`src/rtl/stg_fifo.sv`:
```
// Clocked FIFO with a four-phase return-to-zero req/ack channel on each side.
// Optional synchronisers on Rin/Aout let either partner be self-timed.
module stg_fifo #(
  parameter int unsigned WIDTH       = 4,
  parameter int unsigned DEPTH       = 4,
  parameter int unsigned SYNC_STAGES = 2
) (
  input  logic                         clk,
  input  logic                         reset,
  input  logic                         Rin,
  output logic                         Ain,
  input  logic [WIDTH-1:0]             data_in,
  output logic                         Rout,
  input  logic                         Aout,
  output logic [WIDTH-1:0]             data_out,
  output logic [$clog2(DEPTH+1)-1:0]   count,
  output logic                         full,
  output logic                         empty
);

  localparam int unsigned PW = $clog2(DEPTH);
  localparam int unsigned CW = $clog2(DEPTH+1);

  typedef enum logic {IN_IDLE = 1'b0, IN_ACK = 1'b1} in_state_t;
  typedef enum logic [1:0] {OUT_IDLE = 2'd0, OUT_REQ = 2'd1, OUT_RTZ = 2'd2} out_state_t;

  in_state_t        in_state, in_state_nxt;
  out_state_t       out_state, out_state_nxt;
  logic             rin_s, aout_s;
  logic             wr_en, load_en, pop_en;
  logic [PW-1:0]    wr_ptr, rd_ptr;
  logic [CW-1:0]    count_nxt;
  logic [WIDTH-1:0] mem [DEPTH];

  // Handshake inputs pass through a flop chain unless the partner shares clk
  generate
    if (SYNC_STAGES == 0) begin : g_nosync
      assign rin_s  = Rin;
      assign aout_s = Aout;
    end else begin : g_sync
      logic [SYNC_STAGES-1:0] rin_q, aout_q;
      always_ff @(posedge clk) begin
        if (reset) begin
          rin_q  <= '0;
          aout_q <= '0;
        end else begin
          rin_q  <= SYNC_STAGES'({rin_q, Rin});
          aout_q <= SYNC_STAGES'({aout_q, Aout});
        end
      end
      assign rin_s  = rin_q[SYNC_STAGES-1];
      assign aout_s = aout_q[SYNC_STAGES-1];
    end
  endgenerate

  // Input side FSM; a request arriving while full waits in IN_IDLE
  always_ff @(posedge clk) begin
    if (reset) in_state <= IN_IDLE;
    else       in_state <= in_state_nxt;
  end

  always_comb begin
    in_state_nxt = in_state;
    wr_en        = 1'b0;
    case (in_state)
      IN_IDLE: if (rin_s && !full) begin
        wr_en        = 1'b1;
        in_state_nxt = IN_ACK;
      end
      IN_ACK:  if (!rin_s) in_state_nxt = IN_IDLE;
      default: in_state_nxt = IN_IDLE;
    endcase
  end

  always_comb Ain = (in_state == IN_ACK);

  // Output side FSM; the RTZ state waits for the consumer to drop Aout
  always_ff @(posedge clk) begin
    if (reset) out_state <= OUT_IDLE;
    else       out_state <= out_state_nxt;
  end

  always_comb begin
    out_state_nxt = out_state;
    load_en       = 1'b0;
    pop_en        = 1'b0;
    case (out_state)
      OUT_IDLE: if (!empty && !aout_s) begin
        load_en       = 1'b1;
        out_state_nxt = OUT_REQ;
      end
      OUT_REQ:  if (aout_s) begin
        pop_en        = 1'b1;
        out_state_nxt = OUT_RTZ;
      end
      OUT_RTZ:  if (!aout_s) out_state_nxt = OUT_IDLE;
      default:  out_state_nxt = OUT_IDLE;
    endcase
  end

  always_comb Rout = (out_state == OUT_REQ);

  always_comb begin
    count_nxt = count;
    if (wr_en && !pop_en)      count_nxt = count + CW'(1);
    else if (pop_en && !wr_en) count_nxt = count - CW'(1);
  end

  always_ff @(posedge clk) begin
    if (wr_en) mem[wr_ptr] <= data_in;
  end

  // Flags are registered from the next count so they track count exactly
  always_ff @(posedge clk) begin
    if (reset) begin
      wr_ptr   <= '0;
      rd_ptr   <= '0;
      count    <= '0;
      full     <= 1'b0;
      empty    <= 1'b1;
      data_out <= '0;
    end else begin
      if (wr_en)   wr_ptr   <= wr_ptr + PW'(1);
      if (pop_en)  rd_ptr   <= rd_ptr + PW'(1);
      if (load_en) data_out <= mem[rd_ptr];
      count <= count_nxt;
      full  <= (count_nxt == CW'(DEPTH));
      empty <= (count_nxt == '0);
    end
  end

endmodule

```
`config.mk`:
```
export PLATFORM = sky130hd
export DESIGN_NAME = stg_fifo
export DESIGN_NICKNAME = d
export VERILOG_FILES = /design/src/rtl/stg_fifo.sv
export SDC_FILE = /design/constraint.sdc
export NUM_CORES = 1
export LEC_CHECK = 0
export ABC_AREA = 1
export CORE_AREA = 2 2 51 62
export DETAILED_ROUTE_END_ITERATION = 10
export DIE_AREA = 0 0 53 64
export GPL_ROUTABILITY_DRIVEN = 0
export MAX_ROUTING_LAYER = met4
export PLACE_DENSITY = 0.79
export SLEW_MARGIN = 10
export SYNTH_ARGS = -nofsm -noshare
export SYNTH_HDL_FRONTEND = slang
export SYNTH_SLANG_ARGS = --single-unit
```
`constraint.sdc`:
```
create_clock -name clk -period 1.6 [get_ports clk]
set_input_delay 0.24 -clock clk [delete_from_list [all_inputs] [get_ports clk]]
set_output_delay 0.24 -clock clk [all_outputs]
set_load 0.02 [all_outputs]
```
==> results of run 1 <==
placed cells by master, fill, tap and decap left out:
cell type	instances
nand2_2	5
ha_1	6
buf_4	1
clkinv_2	2
o21a_1	1
o21ai_0	17
dlymetal6s2s_1	3
o21ai_1	2
clkinv_4	1
edfxtp_1	16
nand2_1	15
dlygate4sd2_1	2
nand3b_1	1
nand3_4	2
nand3_1	7
nor2_4	1
nor2_1	26
clkdlybuf4s50_1	13
a21oi_1	11
clkbuf_4	5
inv_2	5
dfxtp_1	20
inv_1	28
nor3_1	1
synthesized netlist by cell type, drive strengths merged (2+ instances only):
| library cell | count |
|---|---|
| inv | 33 |
| nor2 | 27 |
| dfxtp | 20 |
| nand2 | 20 |
| o21ai | 19 |
| edfxtp | 16 |
| a21oi | 11 |
| nand3 | 9 |
| ha | 6 |
| buf | 2 |
| clkbuf | 2 |
timing repair:
action | CTS | global route
gates resized for setup | 2 | 3
endpoints found under the setup margin | 2 | 3
pin swaps | 0 | 0
hold endpoints to repair | 0 | 0
area by class of cell:
type	instances	area (sq um)	area share [%]
repair buffers	19	193	10.7
well taps	34	42.5	2.35
inverters	33	124	6.85
clock inverters	3	18.8	1.04
multi-input cells	95	512	28.3
flip-flops and latches	36	881	48.7
clock buffers	5	37.5	2.08
where the power goes:
group	switching [mW]	internal (mW)	leakage, nW
Combinational	0.218	0.163	0.466
Clock	0.299	0.169	0.0349
Sequential	0.0422	1.02	0.308
Total	0.558	1.35	0.809
path summary, 6_finish.rpt:
check / start / endpoint / slack (ps)
worst max-delay path: full / full / 40
worst min register to register: g_sync.aout_q[0] / g_sync.aout_q[1] / 410
worst max register to register: wr_ptr[0] / mem[0][1] / 290
worst min-delay path: g_sync.aout_q[0] / g_sync.aout_q[1] / 410
cells by family after synthesis:
group / Yosys count / synth area share, %
buffers and inverters: 37 / 9.73
DFF: 36 / 57.1
AOI/OAI and AO/OA: 31 / 10.2
adders and majority gates: 6 / 4.87
and+or+nand+nor: 58 / 18.1
stage by stage:
stage	instances	power (mW)	cell area (sq um)	setup WS (ps)	hold slack, ps
finish	225	1.91	1810	42.7	413
global route	225	2.01	1810	0.524	414
CTS	225	1.93	1800	1.94	397
detailed placement	217	1.47	1750	189	402
global placement	217	1.45	1750	251	402
floorplan	168	1.32	1540	314	339
routing by layer:
layer	global-route usage (%)	vias to the layer above	routed length (microns)
met2	26.4	24	1220
li1	-	580	-
met4	8.97	0	57
met1	19.4	514	1090
met5	-	-	0
met3	6.31	5	120
registers in the layout (all words and copies together), names as in the netlist, 2 cells and up:
signal,count
count,3
data_out,4
g_sync.aout_q,2
g_sync.rin_q,2
mem,16
out_state,2
rd_ptr,2
wr_ptr,2
==> implementation parameters, run 1 <==
Parameter                              Value

Outcome
  Status    finished clean

Setup path
  Cell with the largest stage delay on the worst path    clkdlybuf4s50_1
  Crit Path Max Fanout    3
  Delay contributed by the slowest stage of the critical path    610 ps
  CP Data Arrival Time    1320 ps
  Cell chain of the critical path    clkdlybuf4s50_1
  Category of cells accounting for the largest share of critical-path delay    buffers and inverters
  Type of element capturing the critical path    primary output
  Buffers and inverters on the worst path    1
  Worst setup path category    reg -> out
  Data required time of the critical path    1360 ps
  Count of cells along the worst register-to-register path    4
  Critical path depth    1
  Launching element type of the critical path    flip-flop

Power
  Total leakage power    0.809 nW
  PD cells    1060 nW/um^2
  IR drop worst, VDD    0.000662 V

Yosys
  Sequential cell area fraction in the yosys report    57.1%
  Cell type with the largest total area after synthesis    edfxtp_1
  Gate count of the mapped netlist    168
  Netlist Area Pre-Place    1540 sq um
  Flip-flop and latch count after synthesis    36
  Average cell area after synthesis    9.18 sq um
  Proportion of register bits with asynchronous set or reset after synthesis    0%
  Yosys warning count    0
  Synth top area share    31.1%
  Primary FF master, synth    dfxtp_1
  Leading post-synthesis cells by cell area    edfxtp_1 31%, dfxtp_1 26%, inv_1 6.8%
  Count of flip-flops with a built-in enable after synthesis    16
  Cell variety after synth    20
  Synthesized Nets    182

Die
  Total core area    2760 sq um
  Die width    53 microns
  Height of the die    64 microns
  Starting utilization of the core area    55.9%
  Placement row count    21
  Top-Level Pins    19
  Die area    3390 sq um

Routing
  Vias    1,123
  Remaining design rule violation count    0
  DR WL/cell    11.1 microns
  Total iterations of the first detailed-routing run    4
  Post-DR vias/cell    4.99
  Count of antenna-violating nets left after detailed routing    0
  Total wire length    2.49 mm
  First-iteration detailed-routing DRC count    26

Global route
  Via count of the first global-routing pass    1,007
  Grt ovf    0
  Global Route Usage Sum    17.2%
  Pin count of the biggest net entering global routing    13
  First-pass GRT wire length    4.02 mm
  Initial antenna violation count    0

Layout
  Count of antenna diodes in the layout    0
  Share of post-route cells with drive strength above 1    11.5%
  Core utilization of the finished layout    65.5%
  Area Overhead vs Synth    17.2%
  Net total in the final layout    204
  Filler Cell Count    229

Clock tree
  CTS Buffer Depth    2
  Num Clock Sinks    36
  Number of buffers inserted by hold repair at cts    0
  Number of buffers created by CTS    5
  Buffer count from post-CTS setup fixing    0
  Clock Root Buffer    clkbuf_4
  Clock tree from TritonCTS    built
  Htree depth    2
  Clk pin slew, worst setup/hold paths    100 ps
  Clk_lat worst skew    340 ps

Timing
  Unrepaired setup endpoints after global routing    false
  Count of final setup violators    0
  Upper clock frequency limit    642 MHz
  Worst setup skew after layout    5.49 ps
  Final count of pins violating max slew    0
  Remaining max-slew budget at the tightest pin    74.7%
  Crit path time final    1560 ps
  Transition at the pin with the smallest max-transition slack    379 ps
  Number of hold violations in the final report    0
  Ratio of final minimum period to clock period    97.3%
  Post-Route Setup TNS    0 ps

Worst hold path
  Number of cells on the worst hold path    2
  HP Class    reg -> reg

Place
  Detailed placement HPWL    1.90 mm
  Number of input and output port buffers inserted    18

Flow run
  Count of max-cap constraint violations    0
Power figures use the tool's default switching activity.
==> run 2, diff against run 1 <==
PLACE_DENSITY = 0.88   (was 0.79)
SETUP_SLACK_MARGIN = 0.15   (was not set)
==> implementation parameters, run 2 (synthesized netlist as in run 1, its figures left out) <==
Parameter                              Value

Outcome
  Status    finished clean

Setup path
  Launching element type of the critical path    flip-flop
  Count of cells along the worst register-to-register path    9 (+5)
  Crit Path Max Fanout    3 (unchanged)
  Critical path depth    1 (unchanged)
  Type of element capturing the critical path    primary output
  Category of cells accounting for the largest share of critical-path delay    flip-flops
  Worst setup path category    reg -> out
  Buffers and inverters on the worst path    1 (unchanged)
  Cell with the largest stage delay on the worst path    dfxtp_1
  Delay contributed by the slowest stage of the critical path    410 ps (-200 ps)
  CP Data Arrival Time    1110 ps (-210 ps)
  Cell chain of the critical path    dlygate4sd2_1
  Data required time of the critical path    1360 ps (about the same)

Global route
  First-pass GRT wire length    5.22 mm (+30%)
  Initial antenna violation count    0 (unchanged)
  Global Route Usage Sum    22.2% (+5.0 points)
  Via count of the first global-routing pass    1,220 (+21%)
  Pin count of the biggest net entering global routing    13 (unchanged)
  Grt ovf    0 (unchanged)

Clock tree
  Htree depth    2 (unchanged)
  Num Clock Sinks    36 (unchanged)
  Clock Root Buffer    clkbuf_4
  Buffer count from post-CTS setup fixing    0 (unchanged)
  Clock tree from TritonCTS    built
  CTS Buffer Depth    2 (unchanged)
  Clk_lat worst skew    350 ps (about the same)
  Clk pin slew, worst setup/hold paths    110 ps (about the same)
  Number of buffers created by CTS    5 (unchanged)

Routing
  Post-DR vias/cell    5.13 (+2.8%)
  Total iterations of the first detailed-routing run    4 (unchanged)
  Remaining design rule violation count    0 (unchanged)
  Total wire length    2.94 mm (+18%)
  First-iteration detailed-routing DRC count    17 (-35%)
  Count of antenna-violating nets left after detailed routing    0 (unchanged)
  Vias    1,155 (+2.8%)
  DR WL/cell    13.1 microns (+18%)

Place
  Number of input and output port buffers inserted    18 (unchanged)
  Total instance count after detailed placement    217 (unchanged)
  Detailed placement HPWL    2.15 mm (+13%)
  Worst slack at placement    218 ps (+29.0 ps)

Die
  Die width    53 microns (unchanged)
  Height of the die    64 microns (unchanged)
  Placement row count    21 (unchanged)
  Starting utilization of the core area    55.9% (unchanged)
  Total core area    2760 sq um (unchanged)
  Top-Level Pins    19 (unchanged)
  Die area    3390 sq um (unchanged)

Power
  Clk network pwr share    40.1% (+16 points)
  Internal power    1.80 mW (+33%)
  PD cells    1280 nW/um^2 (+21%)
  Comb power frac    15.2% (-4.7 points)
  IR drop worst, VDD    0.00105 V (+59%)
  Total leakage power    0.818 nW (+1.1%)
  Sw Share    24.2% (-5.0 points)
  Net Sw Power    575 uW (+3.0%)
  Part of the power in registers    44.7% (-11 points)
  Final Power    2.37 mW (+24%)

Timing
  Post-Route Setup TNS    0 ps (unchanged)
  Number of hold violations in the final report    0 (unchanged)
  Remaining max-slew budget at the tightest pin    72.7% (-1.9 points)
  Transition at the pin with the smallest max-transition slack    407 ps (+28.5 ps)
  Count of final setup violators    0 (unchanged)
  Ratio of final minimum period to clock period    84.2% (-13 points)
  Final worst-path setup slack    253 ps (+211 ps)
  Unrepaired setup endpoints after global routing    false
  Hold WS    399 ps (-13.9 ps)
  Worst setup skew after layout    10.8 ps (+5.32 ps)
  Crit path time final    1350 ps (-211 ps)
  Final count of pins violating max slew    0 (unchanged)
  Upper clock frequency limit    743 MHz (+16%)

Layout
  Number of standard cells in the layout, taps in and fillers out    225 (unchanged)
  Area Overhead vs Synth    20.4%
  Leading cell types in the layout, fill and taps excluded    28 x inv_1, 26 x nor2_1, 20 x dfxtp_1, 17 x o21ai_0, 16 x edfxtp_1
  Most common library cell in the layout ignoring fill and taps    inv_1
  Biggest registers after layout    mem (16), data_out (4), count (3)
  Register name with the most flops    mem
  Net total in the final layout    204 (unchanged)
  Flip-flop count of the largest register, all copies and words added    16 (unchanged)
  Count of antenna diodes in the layout    0 (unchanged)
  Share of post-route cells with drive strength above 1    12.0% (+0.52 points)

Flow run
  Count of max-cap constraint violations    0 (unchanged)

Worst hold path
  HP Class    in -> reg
  Number of cells on the worst hold path    3 (+1)
-- run 2: cell types whose count changed in the layout (fill, tap and decap cells not counted) --
| cell | delta |
|---|---|
| bufinv_16 | +3 |
| clkinv_4 | -1 |
| clkinv_2 | -2 |
| clkdlybuf4s50_1 | -6 |
| dlymetal6s2s_1 | -3 |
| clkbuf_2 | +1 |
| dlygate4sd2_1 | +8 |
-- run 2: cell type report --
type	instances	area, sq um
timing repair buffer	19	170
tap	34	42.5
clock inverter	3	90.1
sequential	36	881
fill	233	902
inverter	33	124
multi-input combinational	95	512
clock buffer	5	37.5
-- run 2: power groups by stage --
stage | clock [mW] | combinational [mW] | sequential [mW]
2_1_floorplan | 0 | 0.190 | 1.13
3_3_place_gp | 0 | 0.373 | 1.08
3_5_place_dp | 0 | 0.394 | 1.08
4_1_cts | 0.973 | 0.364 | 1.06
5_1_grt | 1.01 | 0.410 | 1.07
6_report | 0.953 | 0.360 | 1.06
-- run 2: tightest hold or removal path, stage by stage --
cell             delay (ps)
clkdlybuf4s50_1         390
inv_1                    50
nor2_1                   30
-- run 2: worst paths after layout --
kind	slack [ps]	endpoint	startpoint
worst min register to register	410	g_sync.aout_q[1]	g_sync.aout_q[0]
worst max-delay path	250	Ain	Ain
worst max register to register	270	empty	count[0]
worst min-delay path	400	g_sync.rin_q[0]	Rin
-- run 2: stage by stage --
stage / util (%) / instance area [sq um]
finish: 67.3 / 1860
global route: 67.3 / 1860
CTS: 67.4 / 1860
detailed placement: 63.3 / 1750
global placement: 63.3 / 1750
floorplan: - / 1540
-- run 2: what timing repair did --
item | 4_1_cts | 5_1_grt
resized for setup | 11 | 2
hold buffers | 0 | 0
setup endpoints to repair | 11 | 1
-- run 2: per-layer routing --
layer | track usage (%) | vias up | share of wire, %
met3 | 7.01 | 4 | 5.0
li1 | - | 576 | -
met5 | - | - | 0
met2 | 39.8 | 22 | 58
met4 | 10.9 | 0 | 1.3
met1 | 20.2 | 553 | 35
